--- config.mk ---
export PLATFORM = sky130hd
export DESIGN_NAME = vga_pixel_gen
export DESIGN_NICKNAME = d
export VERILOG_FILES = /design/src/rtl/vga_pixel_gen.sv
export SDC_FILE = /design/constraint.sdc
export NUM_CORES = 1
export LEC_CHECK = 0
export ABC_AREA = 1
export BUFFER_PORTS_ARGS = -buffer_cell sky130_fd_sc_hd__clkbuf_2
export CAP_MARGIN = 40
export CORE_MARGIN = 1
export CORE_UTILIZATION = 45
export CTS_CLUSTER_SIZE = 16
export DETAILED_ROUTE_END_ITERATION = 6
export GPL_ROUTABILITY_DRIVEN = 0
export PLACE_DENSITY_LB_ADDON = 0.12
export SYNTH_ARGS = -nofsm -noshare
export SYNTH_HDL_FRONTEND = slang
export SYNTH_SLANG_ARGS = --single-unit
--- constraint.sdc ---
create_clock -name CLK -period 1.94 [get_ports CLK]
set_input_delay 0.097 -clock CLK [delete_from_list [all_inputs] [get_ports CLK]]
set_output_delay 0.097 -clock CLK [all_outputs]
set_load 0.02 [all_outputs]
--- src/rtl/vga_pixel_gen.sv ---
// Pixel stage behind the VGA sync generator: background pattern plus a bouncing box,
// two-stage pipeline with sync outputs kept aligned to colour, box moves once per frame.
module vga_pixel_gen #(
    parameter int unsigned H_ACTIVE  = 640,
    parameter int unsigned V_ACTIVE  = 480,
    parameter int unsigned BOX_SIZE  = 32,
    parameter int unsigned STEP      = 4,
    parameter logic [11:0] BOX_COLOR = 12'hFFF
) (
    input  logic        CLK,
    input  logic        SYNC_RST_N,
    input  logic        H_SYNC_IN,
    input  logic        V_SYNC_IN,
    input  logic [10:0] iCurrent_X,
    input  logic [10:0] iCurrent_Y,
    input  logic        iSYNC_COLOR,
    input  logic [1:0]  iMODE,
    input  logic        iPAUSE,
    output logic        H_SYNC_OUT,
    output logic        V_SYNC_OUT,
    output logic [3:0]  oRED,
    output logic [3:0]  oGREEN,
    output logic [3:0]  oBLUE,
    output logic        oFRAME_TICK
);

    localparam logic [11:0] LIMIT_X   = 12'(H_ACTIVE - BOX_SIZE);
    localparam logic [11:0] LIMIT_Y   = 12'(V_ACTIVE - BOX_SIZE);
    localparam logic [11:0] STEP_W    = 12'(STEP);
    localparam logic [10:0] STEP_N    = 11'(STEP);
    localparam logic [11:0] BOX_W     = 12'(BOX_SIZE);

    // Bar k starts at the first X where X*8/H_ACTIVE reaches k (ceiling of k*H_ACTIVE/8).
    localparam logic [11:0] BAR1 = 12'((1 * H_ACTIVE + 7) / 8);
    localparam logic [11:0] BAR2 = 12'((2 * H_ACTIVE + 7) / 8);
    localparam logic [11:0] BAR3 = 12'((3 * H_ACTIVE + 7) / 8);
    localparam logic [11:0] BAR4 = 12'((4 * H_ACTIVE + 7) / 8);
    localparam logic [11:0] BAR5 = 12'((5 * H_ACTIVE + 7) / 8);
    localparam logic [11:0] BAR6 = 12'((6 * H_ACTIVE + 7) / 8);
    localparam logic [11:0] BAR7 = 12'((7 * H_ACTIVE + 7) / 8);

    logic [10:0] xS1_q, yS1_q;
    logic        activeS1_q, hsS1_q, vsS1_q;

    logic [11:0] rgb_q, rgb_d;
    logic        hsOut_q, vsOut_q, tick_q;

    logic [10:0] boxX_q, boxX_d, boxY_q, boxY_d;
    logic        dirRight_q, dirRight_d, dirDown_q, dirDown_d;
    logic [1:0]  mode_q, mode_d;

    logic        tickDet;
    logic [11:0] xExt, yExt, boxXExt, boxYExt;
    logic [11:0] barColor, bgColor;
    logic        boxHit;

    // The stage-1 V sync register doubles as the edge-detect history; it resets high.
    assign tickDet = vsS1_q & ~V_SYNC_IN;

    always_comb begin
        boxX_d     = boxX_q;
        boxY_d     = boxY_q;
        dirRight_d = dirRight_q;
        dirDown_d  = dirDown_q;
        mode_d     = mode_q;
        if (tickDet) begin
            mode_d = iMODE;
            if (!iPAUSE) begin
                if (dirRight_q) begin
                    if ({1'b0, boxX_q} + STEP_W >= LIMIT_X) begin
                        boxX_d     = LIMIT_X[10:0];
                        dirRight_d = 1'b0;
                    end else begin
                        boxX_d = boxX_q + STEP_N;
                    end
                end else begin
                    if ({1'b0, boxX_q} <= STEP_W) begin
                        boxX_d     = '0;
                        dirRight_d = 1'b1;
                    end else begin
                        boxX_d = boxX_q - STEP_N;
                    end
                end
                if (dirDown_q) begin
                    if ({1'b0, boxY_q} + STEP_W >= LIMIT_Y) begin
                        boxY_d    = LIMIT_Y[10:0];
                        dirDown_d = 1'b0;
                    end else begin
                        boxY_d = boxY_q + STEP_N;
                    end
                end else begin
                    if ({1'b0, boxY_q} <= STEP_W) begin
                        boxY_d    = '0;
                        dirDown_d = 1'b1;
                    end else begin
                        boxY_d = boxY_q - STEP_N;
                    end
                end
            end
        end
    end

    always_comb begin
        xExt    = {1'b0, xS1_q};
        yExt    = {1'b0, yS1_q};
        boxXExt = {1'b0, boxX_q};
        boxYExt = {1'b0, boxY_q};

        if      (xExt < BAR1) barColor = 12'hFFF;
        else if (xExt < BAR2) barColor = 12'hFF0;
        else if (xExt < BAR3) barColor = 12'h0FF;
        else if (xExt < BAR4) barColor = 12'h0F0;
        else if (xExt < BAR5) barColor = 12'hF0F;
        else if (xExt < BAR6) barColor = 12'hF00;
        else if (xExt < BAR7) barColor = 12'h00F;
        else                  barColor = 12'h000;

        case (mode_q)
            2'd0:    bgColor = barColor;
            2'd1:    bgColor = (xS1_q[4] ^ yS1_q[4]) ? 12'hFFF : 12'h000;
            2'd2:    bgColor = 12'h000;
            default: bgColor = ((xS1_q[4:0] == 5'd0) || (yS1_q[4:0] == 5'd0)) ? 12'hFFF : 12'h000;
        endcase

        boxHit = (xExt >= boxXExt) && (xExt < boxXExt + BOX_W) &&
                 (yExt >= boxYExt) && (yExt < boxYExt + BOX_W);

        if (!activeS1_q)  rgb_d = 12'h000;
        else if (boxHit)  rgb_d = BOX_COLOR;
        else              rgb_d = bgColor;
    end

    always_ff @(posedge CLK or negedge SYNC_RST_N) begin
        if (!SYNC_RST_N) begin
            xS1_q      <= '0;
            yS1_q      <= '0;
            activeS1_q <= 1'b0;
            hsS1_q     <= 1'b1;
            vsS1_q     <= 1'b1;
            rgb_q      <= '0;
            hsOut_q    <= 1'b1;
            vsOut_q    <= 1'b1;
            tick_q     <= 1'b0;
            boxX_q     <= '0;
            boxY_q     <= '0;
            dirRight_q <= 1'b1;
            dirDown_q  <= 1'b1;
            mode_q     <= '0;
        end else begin
            xS1_q      <= iCurrent_X;
            yS1_q      <= iCurrent_Y;
            activeS1_q <= iSYNC_COLOR;
            hsS1_q     <= H_SYNC_IN;
            vsS1_q     <= V_SYNC_IN;
            rgb_q      <= rgb_d;
            hsOut_q    <= hsS1_q;
            vsOut_q    <= vsS1_q;
            tick_q     <= tickDet;
            boxX_q     <= boxX_d;
            boxY_q     <= boxY_d;
            dirRight_q <= dirRight_d;
            dirDown_q  <= dirDown_d;
            mode_q     <= mode_d;
        end
    end

    assign H_SYNC_OUT  = hsOut_q;
    assign V_SYNC_OUT  = vsOut_q;
    assign oRED        = rgb_q[11:8];
    assign oGREEN      = rgb_q[7:4];
    assign oBLUE       = rgb_q[3:0];
    assign oFRAME_TICK = tick_q;

endmodule

Word level (Yosys, flattened, before mapping)
Cells that the tools add are included.

Bits of input ports: 30. Register bits: 66.

Multiplexer cells: 24. Reductions and logical operators: 8. Equality and inequality tests: 2. Bitwise gates (word level): 4. Order comparisons: 15. Add/subtract/negate cells: 8.

Operator list (number): 12-bit 2-to-1 mux (10); 11-bit 2-to-1 mux (6); 12-bit one-hot mux with 3 select lines (1); 11-bit by 9-bit < comparator with 1-bit output, second input constant (3); 11-bit by 3-bit adder with 12-bit output, second input constant (2); 11-bit by 6-bit adder with 12-bit output, second input constant (2); 11-bit by 12-bit < comparator with 1-bit output (2); 11-bit by 3-bit adder with 11-bit output, second input constant (2); 11-bit greater-or-equal comparator (2); 11-bit by 3-bit <= comparator with 1-bit output, second input constant (2); 11-bit by 8-bit < comparator with 1-bit output, second input constant (2); 11-bit by 3-bit subtractor with 11-bit output, second input constant (2); 12-bit by 10-bit greater-or-equal comparator with 1-bit output, second input constant (1); 12-bit by 9-bit greater-or-equal comparator with 1-bit output, second input constant (1); 11-bit by 10-bit < comparator with 1-bit output, second input constant (1); 11-bit by 7-bit < comparator with 1-bit output, second input constant (1); 5-bit zero test (2); 1-bit 2-to-1 mux (6); 4-bit 2-to-1 mux (1); 1-bit logical AND (3); 2-bit by 1-bit == test with 1-bit output, second input constant (1); 2-bit == test, second input constant (1); 2-bit zero test (1); 1-bit inverter (2); 4 further kinds (4).

Longest topological paths before layout
Gate-level depths: netlist of run 1.

Depth after elaboration: 11. Depth in mapped cells: 14.

Least setup slack after synthesis of run 1
Ideal clock, no wire load.

Path type: reg-to-reg. Start: reg boxX_q[5]. End: reg rgb_q[10]. Stages on the path, launching flop included: 13. Setup slack: -64 ps. Arrival: 1927 ps. Cells stage by stage: dfrtp_1 -> ha_1 -> inv_1 -> nor2_4 -> xor2_1 -> ha_1 -> a21o_1 -> nand3_1 -> nand2_1 -> nor2_1 -> and2_1 -> nand2_1 -> a21oi_1.

Cells in the longest elaborated chain, start to end: 7. Elaborated cells between the ends (all ways): 8.

RTL lines: start, declared (line 48) `logic [10:0] boxX_q, boxX_d, boxY_q, boxY_d;`; start signal, assigned (line 159) `boxX_q <= boxX_d;`; 11-bit by 6-bit adder with 12-bit output (line 125) `boxHit = (xExt >= boxXExt) && (xExt < boxXExt + BOX_W) &&`; 11-bit by 12-bit < comparator with 1-bit output (line 125); 1-bit logical AND * (2 in a row) (line 125); 1-bit logical AND * (line 126) `(yExt >= boxYExt) && (yExt < boxYExt + BOX_W);`; 12-bit 2-to-1 mux * (line 129) `else if (boxHit) rgb_d = BOX_COLOR;`; 12-bit 2-to-1 mux * (line 128) `if (!activeS1_q) rgb_d = 12'h000;`; named net rgb_d[10] (line 45) `logic [11:0] rgb_q, rgb_d;`; end signal, assigned (line 155) `rgb_q <= rgb_d;`; end, declared (line 45).

Mark *: on every way through the listed nets, which the timed path passes. The rest lies on a longest branch. A chain may end at the register's enable or synchronous reset.

Worst setup path in the final report of run 1
Start: reg boxY_q[6]. End: reg rgb_q[10].

Cells in the longest elaborated chain, start to end: 5. Elaborated cells between the ends (all ways): 7.

RTL lines: start, declared (line 48); start signal, assigned (line 160) `boxY_q <= boxY_d;`; 11-bit by 6-bit adder with 12-bit output / 11-bit greater-or-equal comparator (equally long branches) (line 126); 11-bit by 12-bit < comparator with 1-bit output / 1-bit logical AND (equally long branches) (line 126, 125); 1-bit logical AND * (line 126); 12-bit 2-to-1 mux * (line 129); 12-bit 2-to-1 mux * (line 128); named net rgb_d[10] (line 45).

Marks and branches as above.

==> impl_results.md, run 1 <==
* Site row count at 33
* Crit start category: flop
* Hold Slack at 0.2426 ns
* Power Density at 1058 nW/um2
* Worst clock skew at 0.01079 ns
* Relative slew margins at 0.6983
* Syn Nets at 581
* Critical path class: reg2reg
* Post-synthesis mux area share at 0
* Clock period minus worst slack at 2.038 ns
* DRT Wirelength at 9.320 mm
* CP top delay family: simple AND/OR/NAND/NOR gates
* Final ANT Viol Nets at 0
* Pin count of the biggest net entering global routing at 38
* Fin. max-slew vios at 0
* Syn Inst Count at 511
* Final net count at 681
* Data arrival time of the worst path at roughly 2.3 ns
* Main combinational cell family by area after synthesis: simple AND/OR/NAND/NOR gates
* # diodes at 0
* Synth cell types at 41
* CP max stage cell: dfrtp_1
* Post-Layout Cell Count at 717
* XOR/XNOR Fraction of Synth Area at 0.05604
* GRT Total Usage at 0.2194
* Placed insts at roughly 680
* Worst min path class: in2async
* Syn avg cell area at 7.647 um2
* Cell area after synthesis at 3907 um2
* Outcome: finished with violations
* Finished Core Util at 0.5931
* Starting density of the core at 0.4708
* Synth Warn # at 0
* Boundary Pins at 45
* Cell mode on critical path: nand2_1
* Adder-cell share of the synthesized area at 0.1281
* DR WL/cell at 13.00 um
* Layout cells sized above 1 at 0.2402
* Worst-path clk slew at 0.11 ns
* First-pass GRT wire length at 15.50 mm
* Final setup margin at -0.09828 ns
* Hold Vio Cnt, Final at 0
* RSZ-0062 raised after global routing: yes
* Pre-CTS WS at -0.07226 ns
* Clock H-tree levels at 2
* Die width at 95.19 um
* DRT Pass-1 Iters at 4
* Crit-path max FO at 3
* Max-Cap Viols at 0
* F_max at 490.6 MHz
* Port Buffer Count at 44
* Gr ovfl total at 0
* Iter 0 DRT Violations at ~120
* Static Leak at 2.511 nW
* Critical Path End Type: flop
* Post-route cell area at about 5000 um2
* CP max stage delay at 0.45 ns
* WP buf/inv at 1
* Vias in the first global route at 3467
* Failing checks: negative setup slack
* Clock latency on the worst-skew pair at 0.32 ns
* TritonCTS Buffers at 5
* Tightest Pin Transition at 0.4526 ns
* CTS root buf: clkbuf_8
* Overall power at 5.208 mW
* Dpl hpwl at between 7 and 8 mm
* Final setup TNS at -0.1957 ns
* Synth Area in Compound Gates at 0.09350
* Req. time, crit path at approximately 2.2 ns
* CTS tree: done
* Layout overhead on the synthesized area at 25.97%
* Clock Tree Buf Depth at 2
* Tcrit/Tclk final at 1.051
* Clock Sinks at 53
* Die Area at approximately 9100 um2
* Synthesis-stage register bit count at 53
* Core box area at 8299 um2
* Final setup viols at 3
* Crit-path cells: inv_2 > nor3_2 > nand2_1 > xor2_1 > ha_1 > nand3b_1 > nor2_1 > nor2_2 > nand2_1 > nor2_1 > nand2_1 > a21oi_2
* Die Y-Extent at ~95 um
* Post-synthesis simple-gate area fraction at 0.2943
* VDD IR max at 0.0006685 V
* Antenna violations before repair at 0
* # DRC at 0
* Vias per cell at 5.021
* Vias at 3600
* Sequential element share of the synthesized area at 0.3413
* Dpl cell area at 4425 um2
-- routing by layer --
metal,global-route usage,up-vias,wire [um]
met4,0.06439,0,189
li1,-,1866,-
met3,0.02791,18,197
met1,0.2688,1660,4217
met2,0.3982,56,4715
met5,0,-,0
-- synthesized netlist by cell type (all sizes together) --
library cell | instances | area [um2]
clkbuf | 2 | 7.510
nand3b | 3 | 22.52
o21a | 3 | 22.52
a211oi | 1 | 7.510
xor2 | 22 | 192.7
xnor2 | 3 | 26.28
and2 | 1 | 6.260
ha | 40 | 500.5
a21o | 3 | 22.52
buf | 14 | 98.84
dfrtp | 47 | 1176
nor3 | 7 | 40.04
nor2 | 62 | 265.3
o21ai | 19 | 95.09
o2111ai | 1 | 8.760
nand3 | 47 | 260.3
or2 | 1 | 6.260
o21bai | 2 | 15.01
inv | 61 | 229.0
a22oi | 2 | 15.01
o31ai | 2 | 15.01
nor3b | 2 | 15.01
dfstp | 6 | 157.7
clkinv | 1 | 3.750
a21oi | 26 | 130.1
nand4 | 11 | 68.82
nor4 | 2 | 12.51
a21boi | 4 | 33.78
nand2 | 116 | 452.9
-- path summary, 6_finish.rpt --
kind / start / to / slack, ns / depth (start not counted)
setup / recovery: boxY_q[6]$_DFFE_PN0P_ / rgb_q[10]$_DFF_PN0_ / -0.1 / 12
setup reg to reg: boxY_q[6]$_DFFE_PN0P_ / rgb_q[10]$_DFF_PN0_ / -0.1 / 12
hold / removal: SYNC_RST_N / yS1_q[8]$_DFF_PN0_ / 0.24 / 2
min in group CLK: iPAUSE / dirRight_q$_DFFE_PN1P_ / 0.24 / 5
max in group asynchronous: SYNC_RST_N / dirRight_q$_DFFE_PN1P_ / 1.08 / 3
hold reg to reg: vsS1_q$_DFF_PN1_ / V_SYNC_OUT$_DFF_PN1_ / 0.37 / 0
-- report_power, final --
part           total, mW  switching [mW]  internal (mW)
clock              0.676           0.414          0.262
combinational       3.00            1.69           1.31
sequential          1.53           0.235           1.30
total               5.21            2.34           2.87
-- kinds of logic (layout without fill, tap and decap cells) --
| group | count (synthesis) | count (layout) |
|---|---|---|
| DFF | 53 | 53 |
| buffers and inverters | 78 | 179 |
| and+or+nand+nor | 252 | 252 |
| xor gates and xnor gates | 25 | 25 |
| AOI/OAI and AO/OA | 63 | 63 |
| adders and majority gates | 40 | 40 |
-- registers in the layout (all words and copies together), names as in the netlist, 2 cells and up --
signal  count
mode_q      2
xS1_q      11
boxX_q      9
boxY_q      9
yS1_q      11
rgb_q       3
-- what timing repair did --
action | in CTS | in global routing
buffers inserted | 4 | 1
hold buffers | 28 | 0
pin swaps | 6 | 4
hold endpoints to repair | 41 | 0
endpoints found under the setup margin | 3 | 15
gates resized for setup | 10 | 15
-- layout make-up --
type | instances | area (um2)
Fill cell | 750 | 3377
Multi-Input combinational cell | 380 | 2316
Tap cell | 105 | 131.4
Inverter | 62 | 232.7
Sequential cell | 53 | 1341
Clock buffer | 5 | 68.82
Timing Repair Buffer | 109 | 807.0
Clock inverter | 3 | 25.02
-- cells in the final DEF, fill, tap and decap left out, types with 10 or more instances in the layout --
cell type,netlist,layout
nand3_1,42,40
o21ai_0,17,16
a21oi_1,26,24
inv_2,6,10
nand4_1,11,11
nand2_1,111,110
nor2_1,55,51
dfrtp_1,47,41
inv_1,55,51
dlygate4sd3_1,0,28
ha_1,40,36
buf_4,12,34
clkbuf_2,0,44
xor2_1,22,22
(Power assumes the default switching activity.)
==> run 2, diff against run 1 <==
--- a/config.mk
+++ b/config.mk
@@ -8,6 +8,7 @@
 export ABC_AREA = 1
 export BUFFER_PORTS_ARGS = -buffer_cell sky130_fd_sc_hd__clkbuf_2
 export CAP_MARGIN = 40
+export CORE_ASPECT_RATIO = 2
 export CORE_MARGIN = 1
 export CORE_UTILIZATION = 45
 export CTS_CLUSTER_SIZE = 16
==> run 2 against run 1 <==
Non-clock buffer count increased by 9. Fmax decreased by 0.65%. Core utilization increased by 1.6 points. Highest routed layer unchanged. Clock-buffer cell count unchanged. Power increased by 12%. Largest cell class unchanged. The run still ends with negative setup slack left.
==> impl_results.md, run 2 (same netlist as run 1, synthesis figures left out) <==
* Outcome: finished with violations
* Failing checks: negative setup slack
* CP top delay family: simple AND/OR/NAND/NOR gates
* GRT Total Usage at 0.2531
* Vias at between 3000 and 4000
* Worst-path clk slew at 0.07 ns
* Data arrival time of the worst path at 2.28 ns
* Clock latency on the worst-skew pair at 0.30 ns
* Final net count at 690
* DR WL/cell at 15.01 um
* Crit-path max FO at 4
* Overall power at 5.839 mW
* Top Registers: xS1_q: 11 flops, yS1_q: 11 flops
* Area of the multi-input gates at 2347 um2
* Antenna violations before repair at 0
* Die width at roughly 68 um
* Boundary Pins at 45
* WP buf/inv at 1
* Site row count at 47
* Starting density of the core at 0.4679
* Worst clock skew at 0.007406 ns
* CP max stage cell: dfrtp_1
* Layout cells sized above 1 at 0.2721
* Critical Path End Type: flop
* Req. time, crit path at roughly 2.2 ns
* Crit start category: flop
* Relative slew margins at 0.6218
* Layout overhead on the synthesized area at 30.16%
* Final setup margin at -0.1117 ns
* Clock H-tree levels at 2
* DRT Pass-1 Iters at 5
* Core box area at between 8000 and 9000 um2
* Final ANT Viol Nets at 0
* RSZ-0062 raised after global routing: yes
* Crit-path cells: ha_2 > buf_4 > xnor2_2 > ha_1 > a21o_1 > nor2_1 > nor2_1 > nor2_2 > nand2_1 > nor2_1 > nand2_1 > a21oi_1
* Die Area at 9082 um2
* Gr ovfl total at 0
* CTS tree: done
* Vias in the first global route at ~3700
* DRT Wirelength at 10.79 mm
* Cell mode on critical path: nor2_1
* TritonCTS Buffers at 5
* Final setup viols at 3
* Tcrit/Tclk final at 1.058
* Critical path class: reg2reg
* Pin count of the biggest net entering global routing at 36
* Worst min path class: in2reg
* Layout fillers at 750
* Clock Tree Buf Depth at 2
* # diodes at 0
* Placed insts at 674
* Fin. max-slew vios at 0
* First-pass GRT wire length at 16.96 mm
* Static Leak at approximately 2.6 nW
* Hold Vio Cnt, Final at 0
* VDD IR max at 0.0007991 V
* Vias per cell at 5.209
* # DRC at 0
* Port Buffer Count at 44
* Tightest Pin Transition at around 0.57 ns
* Die Y-Extent at 133.8 um
* Most common cell after layout, fill and taps aside: nand2_1
* Register area at 1344 um2
* Iter 0 DRT Violations at between 200 and 250
* Most frequent cells in the layout: nand2_1, nor2_1, inv_1
* Max-Cap Viols at 0
* Clock period minus worst slack at approximately 2.1 ns
* CTS root buf: clkbuf_16
* Post-Layout Cell Count at 719
* Clock Sinks at 53
* F_max at 487.4 MHz
* CP max stage delay at between 0.4 and 0.5 ns
* Power Density at 1148 nW/um2
* Dpl hpwl at 8.299 mm
## run 2: cell types whose count changed in the layout (fill, tap and decap cells not counted), moves of 4 or more
cell | previous run | this run
clkbuf_16 | 0 | 5
buf_4 | 34 | 44
clkbuf_8 | 5 | 0
inv_1 | 51 | 47
## run 2: worst register-to-register path, stage by stage (launching register included)
cell,delay [ns]
dfrtp_1,0.41
ha_2,0.20
buf_4,0.14
xnor2_2,0.13
ha_1,0.29
a21o_1,0.18
nor2_1,0.09
nor2_1,0.06
nor2_2,0.11
nand2_1,0.06
nor2_1,0.09
nand2_1,0.08
a21oi_1,0.14
## run 2: routing by layer
metal | wire, um | vias to the layer above | GRT usage
li1 | - | 1878 | -
met1 | 3886 | 1729 | 0.2492
met2 | 6050 | 102 | 0.4730
met3 | 278 | 36 | 0.03571
met4 | 575 | 0 | 0.1412
met5 | 0 | - | 0
## run 2: what timing repair did
| action | in CTS | in global routing |
|---|---|---|
| hold endpoints to repair | 42 | 0 |
| endpoints found under the setup margin | 4 | 18 |
| hold buffers | 26 | 0 |
| resized for setup | 9 | 32 |
| pin swaps | 10 | 10 |
| setup buffers | 4 | 7 |
| cloned | 0 | 0 |
## run 2: path summary, 6_finish.rpt
kind,from,end,slack (ns),cells after the start
hold reg to reg,hsS1_q$_DFF_PN1_,H_SYNC_OUT$_DFF_PN1_,0.36,0
setup / recovery,boxY_q[6]$_DFFE_PN0P_,rgb_q[7]$_DFF_PN0_,-0.11,12
setup reg to reg,boxY_q[6]$_DFFE_PN0P_,rgb_q[7]$_DFF_PN0_,-0.11,12
max in group asynchronous,SYNC_RST_N,V_SYNC_OUT$_DFF_PN1_,0.96,3
min in group asynchronous,SYNC_RST_N,boxX_q[9]$_DFFE_PN0P_,0.32,2
hold / removal,iMODE[1],mode_q[1]$_DFFE_PN0P_,0.01,3
## run 2: final cells by class
class / instances / share of cell area
clock inverter: 3 / 0.009840
timing repair buffer: 118 / 0.1688
clock buffer: 5 / 0.02460
tap: 98 / 0.02411
multi-input combinational: 380 / 0.4615
inverter: 62 / 0.04699
sequential: 53 / 0.2642
## run 2: power by group
| group | internal, mW | leakage, nW | total [mW] | switching [mW] |
|---|---|---|---|---|
| clock network | 0.622 | 0.0859 | 1.08 | 0.455 |
| logic | 1.37 | 1.91 | 3.22 | 1.84 |
| registers | 1.30 | 0.604 | 1.55 | 0.245 |
| total | 3.30 | 2.60 | 5.84 | 2.54 |
## run 2: metrics by stage
step           setup TNS [ns]    util  setup slack (ns)  cell area (um2)  hold WS [ns]
6_report              -0.2242  0.6091           -0.1117             5086       0.01067
5_1_grt               -0.6816  0.6091           -0.2038             5086       0.01320
4_1_cts               -0.1532  0.5918          -0.07730             4942      0.006879
3_5_place_dp          -0.2971  0.5319           -0.1192             4442        0.1401
3_3_place_gp         -0.08575  0.5319          -0.04322             4442        0.1182
2_1_floorplan               0       -          0.006378             3915       -0.1986
